$ cat src/rtl/konark_cluster_pkg.sv
// Shared types and constants for the Konark cluster boot controller.
// Register offsets are byte addresses with the two low bits forced to zero.
package konark_cluster_pkg;

  typedef enum logic [2:0] {
    ST_IDLE = 3'd0,
    ST_BOOT = 3'd1,
    ST_WAKE = 3'd2,
    ST_RUN  = 3'd3,
    ST_DONE = 3'd4
  } state_e;

  localparam logic [4:0] REG_BOOT_ADDR = 5'h00;
  localparam logic [4:0] REG_CORE_MASK = 5'h04;
  localparam logic [4:0] REG_CTRL      = 5'h08;
  localparam logic [4:0] REG_STATUS    = 5'h0C;
  localparam logic [4:0] REG_RETCODE   = 5'h10;
  localparam logic [4:0] REG_TIMEOUT   = 5'h14;

  localparam int CTRL_START_BIT = 0;
  localparam int CTRL_ABORT_BIT = 1;

  localparam int STATUS_STATE_LSB   = 0;
  localparam int STATUS_DONE_BIT    = 3;
  localparam int STATUS_ERR_BIT     = 4;
  localparam int STATUS_TIMEOUT_BIT = 5;

  typedef struct packed {
    logic        valid;
    logic [4:0]  addr;
    logic        write;
    logic [31:0] wdata;
  } reg_req_t;

  typedef struct packed {
    logic        valid;
    logic [31:0] rdata;
  } reg_rsp_t;

endpackage

$ cat src/rtl/konark_cluster_reg_if.sv
// Host register port: configuration storage, read mux and a one-cycle response.
// Configuration writes are ignored while a run is in progress.
module konark_cluster_reg_if
  import konark_cluster_pkg::*;
#(
  parameter int NrCores      = 9,
  parameter int TimeoutWidth = 32
) (
  input  logic                    clk_i,
  input  logic                    rst_ni,
  input  logic                    reg_req_valid_i,
  input  logic [4:0]              reg_addr_i,
  input  logic                    reg_write_i,
  input  logic [31:0]             reg_wdata_i,
  output logic                    reg_rsp_valid_o,
  output logic [31:0]             reg_rdata_o,
  input  logic                    busy_i,
  input  logic [31:0]             status_i,
  input  logic [31:0]             retcode_i,
  output logic [31:0]             boot_addr_o,
  output logic [NrCores-1:0]      core_mask_o,
  output logic [TimeoutWidth-1:0] timeout_o,
  output logic                    start_o,
  output logic                    abort_o
);

  reg_req_t                req;
  reg_rsp_t                rsp_q;
  logic [31:0]             boot_addr_q;
  logic [NrCores-1:0]      core_mask_q;
  logic [TimeoutWidth-1:0] timeout_q;
  logic [31:0]             rdata_mux;
  logic                    wr_en;
  logic                    unused_addr_bits;

  assign req = '{valid: reg_req_valid_i,
                 addr:  {reg_addr_i[4:2], 2'b00},
                 write: reg_write_i,
                 wdata: reg_wdata_i};
  assign unused_addr_bits = ^reg_addr_i[1:0];

  assign wr_en   = req.valid && req.write;
  assign start_o = wr_en && (req.addr == REG_CTRL) && req.wdata[CTRL_START_BIT];
  assign abort_o = wr_en && (req.addr == REG_CTRL) && req.wdata[CTRL_ABORT_BIT];

  always_comb begin
    rdata_mux = '0;
    case (req.addr)
      REG_BOOT_ADDR: rdata_mux = boot_addr_q;
      REG_CORE_MASK: rdata_mux = 32'(core_mask_q);
      REG_STATUS:    rdata_mux = status_i;
      REG_RETCODE:   rdata_mux = retcode_i;
      REG_TIMEOUT:   rdata_mux = 32'(timeout_q);
      default:       rdata_mux = '0;
    endcase
  end

  always_ff @(posedge clk_i) begin
    if (!rst_ni) begin
      rsp_q       <= '0;
      boot_addr_q <= '0;
      core_mask_q <= '0;
      timeout_q   <= '0;
    end else begin
      rsp_q.valid <= req.valid;
      rsp_q.rdata <= (req.valid && !req.write) ? rdata_mux : '0;
      if (wr_en && !busy_i) begin
        case (req.addr)
          REG_BOOT_ADDR: boot_addr_q <= req.wdata;
          REG_CORE_MASK: core_mask_q <= req.wdata[NrCores-1:0];
          REG_TIMEOUT:   timeout_q   <= req.wdata[TimeoutWidth-1:0];
          default:       ;
        endcase
      end
    end
  end

  assign reg_rsp_valid_o = rsp_q.valid;
  assign reg_rdata_o     = rsp_q.rdata;
  assign boot_addr_o     = boot_addr_q;
  assign core_mask_o     = core_mask_q;
  assign timeout_o       = timeout_q;

endmodule

$ cat src/rtl/konark_cluster_boot_ctrl.sv
// Cluster bring-up sequencer: fetch enable, settle, wake pulse, wait for
// end-of-computation from every selected core, then report the outcome.
module konark_cluster_boot_ctrl
  import konark_cluster_pkg::*;
#(
  parameter int NrCores          = 9,
  parameter int BootSettleCycles = 4,
  parameter int TimeoutWidth     = 32
) (
  input  logic               clk_i,
  input  logic               rst_ni,
  input  logic               reg_req_valid_i,
  output logic               reg_req_ready_o,
  input  logic [4:0]         reg_addr_i,
  input  logic               reg_write_i,
  input  logic [31:0]        reg_wdata_i,
  output logic               reg_rsp_valid_o,
  output logic [31:0]        reg_rdata_o,
  output logic [31:0]        boot_addr_o,
  output logic [NrCores-1:0] fetch_en_o,
  output logic [NrCores-1:0] wake_o,
  input  logic [NrCores-1:0] eoc_i,
  input  logic [31:0]        eoc_code_i,
  output logic               busy_o,
  output logic               done_irq_o
);

  localparam int SettleW = (BootSettleCycles > 1) ? $clog2(BootSettleCycles) : 1;
  localparam logic [SettleW-1:0] SettleLast = SettleW'(BootSettleCycles - 1);

  state_e                  state_q;
  logic [NrCores-1:0]      mask_q;
  logic [NrCores-1:0]      fetch_en_q;
  logic [NrCores-1:0]      wake_q;
  logic [31:0]             boot_addr_q;
  logic [31:0]             retcode_q;
  logic [SettleW-1:0]      settle_cnt_q;
  logic [TimeoutWidth-1:0] run_cnt_q;
  logic                    busy_q, done_q, err_q, timeout_flag_q, done_irq_q;

  logic [31:0]             cfg_boot_addr;
  logic [NrCores-1:0]      cfg_core_mask;
  logic [TimeoutWidth-1:0] cfg_timeout;
  logic                    start, abort;
  logic [31:0]             status;
  logic                    abort_hit, timeout_hit, complete_hit;

  konark_cluster_reg_if #(
    .NrCores      (NrCores),
    .TimeoutWidth (TimeoutWidth)
  ) u_reg_if (
    .clk_i           (clk_i),
    .rst_ni          (rst_ni),
    .reg_req_valid_i (reg_req_valid_i),
    .reg_addr_i      (reg_addr_i),
    .reg_write_i     (reg_write_i),
    .reg_wdata_i     (reg_wdata_i),
    .reg_rsp_valid_o (reg_rsp_valid_o),
    .reg_rdata_o     (reg_rdata_o),
    .busy_i          (busy_q),
    .status_i        (status),
    .retcode_i       (retcode_q),
    .boot_addr_o     (cfg_boot_addr),
    .core_mask_o     (cfg_core_mask),
    .timeout_o       (cfg_timeout),
    .start_o         (start),
    .abort_o         (abort)
  );

  always_comb begin
    status = '0;
    status[STATUS_STATE_LSB +: 3] = state_q;
    status[STATUS_DONE_BIT]       = done_q;
    status[STATUS_ERR_BIT]        = err_q;
    status[STATUS_TIMEOUT_BIT]    = timeout_flag_q;
  end

  // The RUN phase lasts exactly cfg_timeout cycles before the timeout fires.
  assign abort_hit    = abort && busy_q;
  assign timeout_hit  = (state_q == ST_RUN) && (cfg_timeout != '0) &&
                        (run_cnt_q >= cfg_timeout - TimeoutWidth'(1));
  assign complete_hit = (state_q == ST_RUN) && ((eoc_i & mask_q) == mask_q);

  always_ff @(posedge clk_i) begin
    if (!rst_ni) begin
      state_q        <= ST_IDLE;
      mask_q         <= '0;
      fetch_en_q     <= '0;
      wake_q         <= '0;
      boot_addr_q    <= '0;
      retcode_q      <= '0;
      settle_cnt_q   <= '0;
      run_cnt_q      <= '0;
      busy_q         <= 1'b0;
      done_q         <= 1'b0;
      err_q          <= 1'b0;
      timeout_flag_q <= 1'b0;
      done_irq_q     <= 1'b0;
    end else begin
      done_irq_q <= 1'b0;
      wake_q     <= '0;
      // Abort outranks timeout, which outranks normal completion.
      if (abort_hit || timeout_hit || complete_hit) begin
        state_q        <= ST_DONE;
        busy_q         <= 1'b0;
        fetch_en_q     <= '0;
        done_q         <= 1'b1;
        done_irq_q     <= 1'b1;
        err_q          <= abort_hit || timeout_hit;
        timeout_flag_q <= !abort_hit && timeout_hit;
        if (!abort_hit && !timeout_hit) retcode_q <= eoc_code_i;
      end else begin
        case (state_q)
          ST_IDLE, ST_DONE: begin
            if (start) begin
              timeout_flag_q <= 1'b0;
              if (cfg_core_mask == '0) begin
                state_q    <= ST_DONE;
                done_q     <= 1'b1;
                err_q      <= 1'b1;
                done_irq_q <= 1'b1;
              end else begin
                state_q      <= ST_BOOT;
                busy_q       <= 1'b1;
                done_q       <= 1'b0;
                err_q        <= 1'b0;
                mask_q       <= cfg_core_mask;
                fetch_en_q   <= cfg_core_mask;
                boot_addr_q  <= cfg_boot_addr;
                settle_cnt_q <= '0;
              end
            end
          end
          ST_BOOT: begin
            if (settle_cnt_q == SettleLast) begin
              state_q <= ST_WAKE;
              wake_q  <= mask_q;
            end else begin
              settle_cnt_q <= settle_cnt_q + SettleW'(1);
            end
          end
          ST_WAKE: begin
            state_q   <= ST_RUN;
            run_cnt_q <= '0;
          end
          ST_RUN: begin
            if (run_cnt_q != '1) run_cnt_q <= run_cnt_q + TimeoutWidth'(1);
          end
          default: begin
            state_q    <= ST_IDLE;
            busy_q     <= 1'b0;
            fetch_en_q <= '0;
          end
        endcase
      end
    end
  end

  assign reg_req_ready_o = 1'b1;
  assign boot_addr_o     = boot_addr_q;
  assign fetch_en_o      = fetch_en_q;
  assign wake_o          = wake_q;
  assign busy_o          = busy_q;
  assign done_irq_o      = done_irq_q;

endmodule

$ cat config.mk
export PLATFORM = sky130hd
export DESIGN_NAME = konark_cluster_boot_ctrl
export DESIGN_NICKNAME = d
export VERILOG_FILES = /design/src/rtl/konark_cluster_pkg.sv /design/src/rtl/konark_cluster_reg_if.sv /design/src/rtl/konark_cluster_boot_ctrl.sv
export SDC_FILE = /design/constraint.sdc
export NUM_CORES = 1
export LEC_CHECK = 0
export CORE_AREA = 2 2 166 128
export DETAILED_ROUTE_END_ITERATION = 6
export DIE_AREA = 0 0 168 130
export GPL_TIMING_DRIVEN = 0
export HOLD_SLACK_MARGIN = 0.15
export PLACE_DENSITY = 0.85
export SYNTH_ARGS = -nofsm -noshare
export SYNTH_HDL_FRONTEND = slang
export SYNTH_SLANG_ARGS = --single-unit
$ cat constraint.sdc
create_clock -name clk_i -period 5.6 [get_ports clk_i]
set_input_delay 0.84 -clock clk_i [delete_from_list [all_inputs] [get_ports clk_i]]
set_output_delay 0.84 -clock clk_i [all_outputs]
set_load 0.005 [all_outputs]
==> run_results.csv <==
group,metric,value,unit
die,io_pins,168,
timing,setup_ws,0.138,ns
critical_path,slowest_delay,0.54,ns
critical_path,worst_ep_arrival_time,5.87,ns
placed_design,globalplace.congestion,0.962,
die,fp.dieW,168,µm
critical_path,start_kind,"flop",
logic_synthesis,ys_seq_area_share,44.5,%
critical_path,crit_path_end_kind,"flop",
timing,drv_slew,0,
critical_path,critPathBufInv,3,
timing,setup_viol,0,
critical_path,crit_path_start,"u_reg_if.timeout_o[4]",
pwr,swShare,24.3,%
placed_design,placed_area,12700,µm²
die,num_rows,46,
drt,first_pass_iters,6,
grt,grt_pass1_vias,10100,
placed_design,pre_cts_slack,-0.414,ns
critical_path,path_cells,"or3_4 -> or3b_4 -> or4_4 -> or4_4 -> buf_6 -> nor2_1 -> xnor2_1 -> ha_1 -> a21o_1 -> a221o_1 -> a221oi_1 -> o211ai_1 -> a21o_1 -> clkbuf_4 -> a211oi_4 -> buf_6 -> a21boi_0 -> o22ai_1",
outcome,outcome,"finished clean",
critical_path,r2r_setup_slack,0.14,ns
timing,period_share,97.5,%
cells_and_area,multiInputGateArea,5630,µm²
drt,wl,34.2,mm
logic_synthesis,synth_seq_cells,239,
timing,max_freq,0.183,GHz
clock_tree,clkTransAtPathRegs,0.06,ns
pwr,comb_power_share,8.0,%
timing,slew_headroom,30.5,%
timing,fin_crit,5.46,ns
logic_synthesis,ys_types,65,
cells_and_area,area.growth.synth_to_final,26.6,%
die,die_y,130,µm
critical_path,crit_fanout,10,
hold_path,worstHoldPathType,"flop to flop",
pwr,power,0.00360,W
drt,drt-initial-drc-count,1189,
drt,routedWlPerCell,19.0,µm
pwr,leakage,4.70,nW
logic_synthesis,syn_area_per_cell,8.09,µm²
drt,num_vias,10900,
cells_and_area,drive_gt1_share,5.97,%
timing,timing.hold.ws,0.452,ns
timing,skew,0.0222,ns
timing,grt_setup_unrepaired,"true",
critical_path,cp.required,6.01,ns
logic_synthesis,synthCells,1329,
logic_synthesis,async_flop_share,0,%
hold_path,holdCritStartpoint,"boot_addr_o[8]",
placed_design,dp_hpwl,24.7,mm
grt,grt_max_degree,15,
die,die_area,21800,µm²
clock_tree,root_buffer,"clkbuf_16",
critical_path,setup.worst_path.end,"run_cnt_q[5]",
die,coreArea,20400,µm²
logic_synthesis,synth_nets,1446,
timing,worst_slew_pin_slew,1.03,ns
pwr,seqPwrFrac,47.6,%
cells_and_area,antennaDiodeCount,0,
placed_design,io_buffers,161,
clock_tree,cts_tree,"yes",
die,start_util,52.6,%
cells_and_area,nets,1640,
drt,drcViolationCount,0,
pwr,p_per_area,265,nW/µm²
clock_tree,cts_inserted_buffers,24,
pwr,clockPowerShare,44.3,%
cells_and_area,regArea,4790,µm²
critical_path,crit_type,"flop to flop",
grt,grt-ovfl-total,0,
critical_path,cp_slowest_cell,"or4_4",
critical_path,r2r_end,"run_cnt_q[5]",
grt,grt_antenna_before_repair,0,
grt,grt_usage,30.2,%
clock_tree,cts_max_path_buffers,3,
run,max_cap_viol_count,0,
logic_synthesis,ys_warn_count,0,
hold_path,hold_depth,2,
critical_path,r2r_cells,18,
critical_path,critPathTopFamily,"simple AND/OR/NAND/NOR gates",
drt,viasPerCell,6.02,
clock_tree,holdBufCountCts,0,
pwr,p_int,0.00273,W
grt,grt_first_pass_wirelength,52.6,mm
clock_tree,clock-sinks,239,
clock_tree,clock_latency,0.54,ns
cells_and_area,final_area,13600,µm²
clock_tree,htree_num_levels,1,
pwr,ir_drop,0.168,mV
logic_synthesis,synth_ff_type,"dfxtp_1",
drt,ant_nets,0,
timing,timing_hold_violations_final,0,
pwr,netSwitchingPower,0.000876,W
critical_path,path_depth,18,
cells_and_area,fillerInstances,1619,
logic_synthesis,syn-cell-area,10800,µm²
logic_synthesis,synth-edff-count,0,
cells_and_area,post-route-util,66.7,%
critical_path,rr_startpoint,"u_reg_if.timeout_o[4]",
## state kept, by name, summed over array words and instances, names as in the netlist
signal and cells:
done_irq_o 1, u_reg_if.boot_addr_o 32, u_reg_if.reg_rdata_o 32, u_reg_if.reg_rsp_valid_o 1
err_q 1, u_reg_if.core_mask_o 9, settle_cnt_q 2, busy_o 1
retcode_q 32, mask_q 9, run_cnt_q 32, boot_addr_o 32
done_q 1, wake_o 9, timeout_flag_q 1, state_q 3
u_reg_if.timeout_o 32, fetch_en_o 9
## through the flow
step,setup TNS [ns],instances
finish,0,1804
global route,-0.133,1804
CTS,0,1802
detailed placement,-17.18,1754
global placement,-6.81,1754
floorplan,0,1329
## repair_timing
| action | 4_1_cts | 5_1_grt |
|---|---|---|
| resized for setup | 4 | 18 |
| buffers inserted | 5 | 2 |
| setup endpoints to repair | 67 | 76 |
| pin swaps | 2 | 4 |
## logic make-up (layout without fill, tap and decap cells)
kind of cell,count (synthesis),in the layout,share of synthesized area (%)
and+or+nand+nor,591,591,24.9
AOI/OAI and AO/OA,290,290,15.5
DFF,239,239,44.5
buffers and inverters,102,313,3.80
xor gates and xnor gates,38,38,3.10
adders and majority gates,35,35,4.07
muxes,33,33,4.12
other,1,1,0.0349
## worst min-delay path by stage
stage	end
3_5_place_dp	boot_addr_o[8]
5_1_grt	boot_addr_o[0]
3_3_place_gp	mask_q[4]
4_1_cts	boot_addr_o[8]
6_report	boot_addr_o[8]
2_1_floorplan	retcode_q[2]
## power groups by stage
stage / clock, W / sequential [W] / combinational [W]
3_3_place_gp: 0 / 0.00175 / 0.000264
2_1_floorplan: 0 / 0.00175 / 0.000158
4_1_cts: 0.00159 / 0.00172 / 0.000278
6_report: 0.00160 / 0.00172 / 0.000289
3_5_place_dp: 0 / 0.00175 / 0.000272
5_1_grt: 0.00167 / 0.00172 / 0.000311
## worst register-to-register path: cells and delay by family (launching register included)
family,cells,cell delay [ns]
adder cells (fa/ha/maj),1,0.28
AO/OA/AOI/OAI,8,1.93
flip-flops,1,0.36
AND/OR/NAND/NOR,5,2.04
buffers and inverters,3,0.56
XOR/XNOR,1,0.16
## cell type report
class / count / area share [%]
Multi-Input combinational cell: 988 / 41.4
Sequential cell: 239 / 35.1
Timing Repair Buffer: 168 / 12.3
Clock buffer: 31 / 4.90
Buffer: 87 / 2.63
Tap cell: 264 / 2.43
Clock inverter: 12 / 0.799
Inverter: 15 / 0.413
## placed cells by master, fill, tap and decap left out, types with 8 or more instances in the layout
cell | synthesis | routed
a21oi_1 | 183 | 182
clkbuf_1 | 74 | 75
clkbuf_16 | 0 | 24
clkdlybuf4s50_1 | 0 | 161
dfxtp_1 | 239 | 238
ha_1 | 35 | 35
inv_1 | 15 | 15
mux2i_1 | 24 | 24
mux4_2 | 9 | 9
nand2_1 | 301 | 301
nand2b_1 | 15 | 15
nand3_1 | 67 | 67
nand4_1 | 20 | 20
nor2_1 | 91 | 91
nor2b_1 | 8 | 8
nor3_1 | 16 | 13
nor4_1 | 12 | 11
o21ai_0 | 45 | 45
o31ai_1 | 9 | 8
or3_1 | 14 | 13
or4_1 | 15 | 14
xnor2_1 | 33 | 33
## synthesized netlist by cell type, drive strengths merged (3+ instances only)
| master | number | share of area [%] |
|---|---|---|
| or2 | 4 | 0.23 |
| nor2b | 8 | 0.47 |
| buf | 13 | 0.70 |
| nand4 | 20 | 1.2 |
| and4 | 3 | 0.24 |
| dfxtp | 239 | 44 |
| ha | 35 | 4.1 |
| a22oi | 6 | 0.42 |
| mux4 | 9 | 1.9 |
| and3 | 3 | 0.17 |
| o41ai | 5 | 0.55 |
| o31ai | 10 | 0.74 |
| or4 | 17 | 1.3 |
| nand3b | 5 | 0.35 |
| nand3 | 67 | 3.1 |
| inv | 15 | 0.52 |
| nor4 | 12 | 0.70 |
| o221ai | 3 | 0.24 |
| or3 | 15 | 0.92 |
| nand2b | 15 | 0.87 |
| nor2 | 91 | 3.2 |
| and2 | 9 | 0.52 |
| a21oi | 183 | 8.5 |
| nor3 | 16 | 0.74 |
| xnor2 | 33 | 2.7 |
| a211oi | 8 | 0.72 |
| o211ai | 4 | 0.28 |
| o21ai | 46 | 2.1 |
| nand2 | 302 | 11 |
| mux2i | 24 | 2.2 |
| xor2 | 5 | 0.41 |
| clkbuf | 74 | 2.6 |
| a21o | 7 | 0.49 |
## routing by layer
metal	GRT usage, %	part of all wire, %	up-vias
met5	0	0	-
met4	13.7	4.3	0
met3	6.79	12	134
met2	46.9	43	711
met1	40.7	40	5010
li1	-	-	5007
No activity file was read; power rests on OpenSTA's default activity.
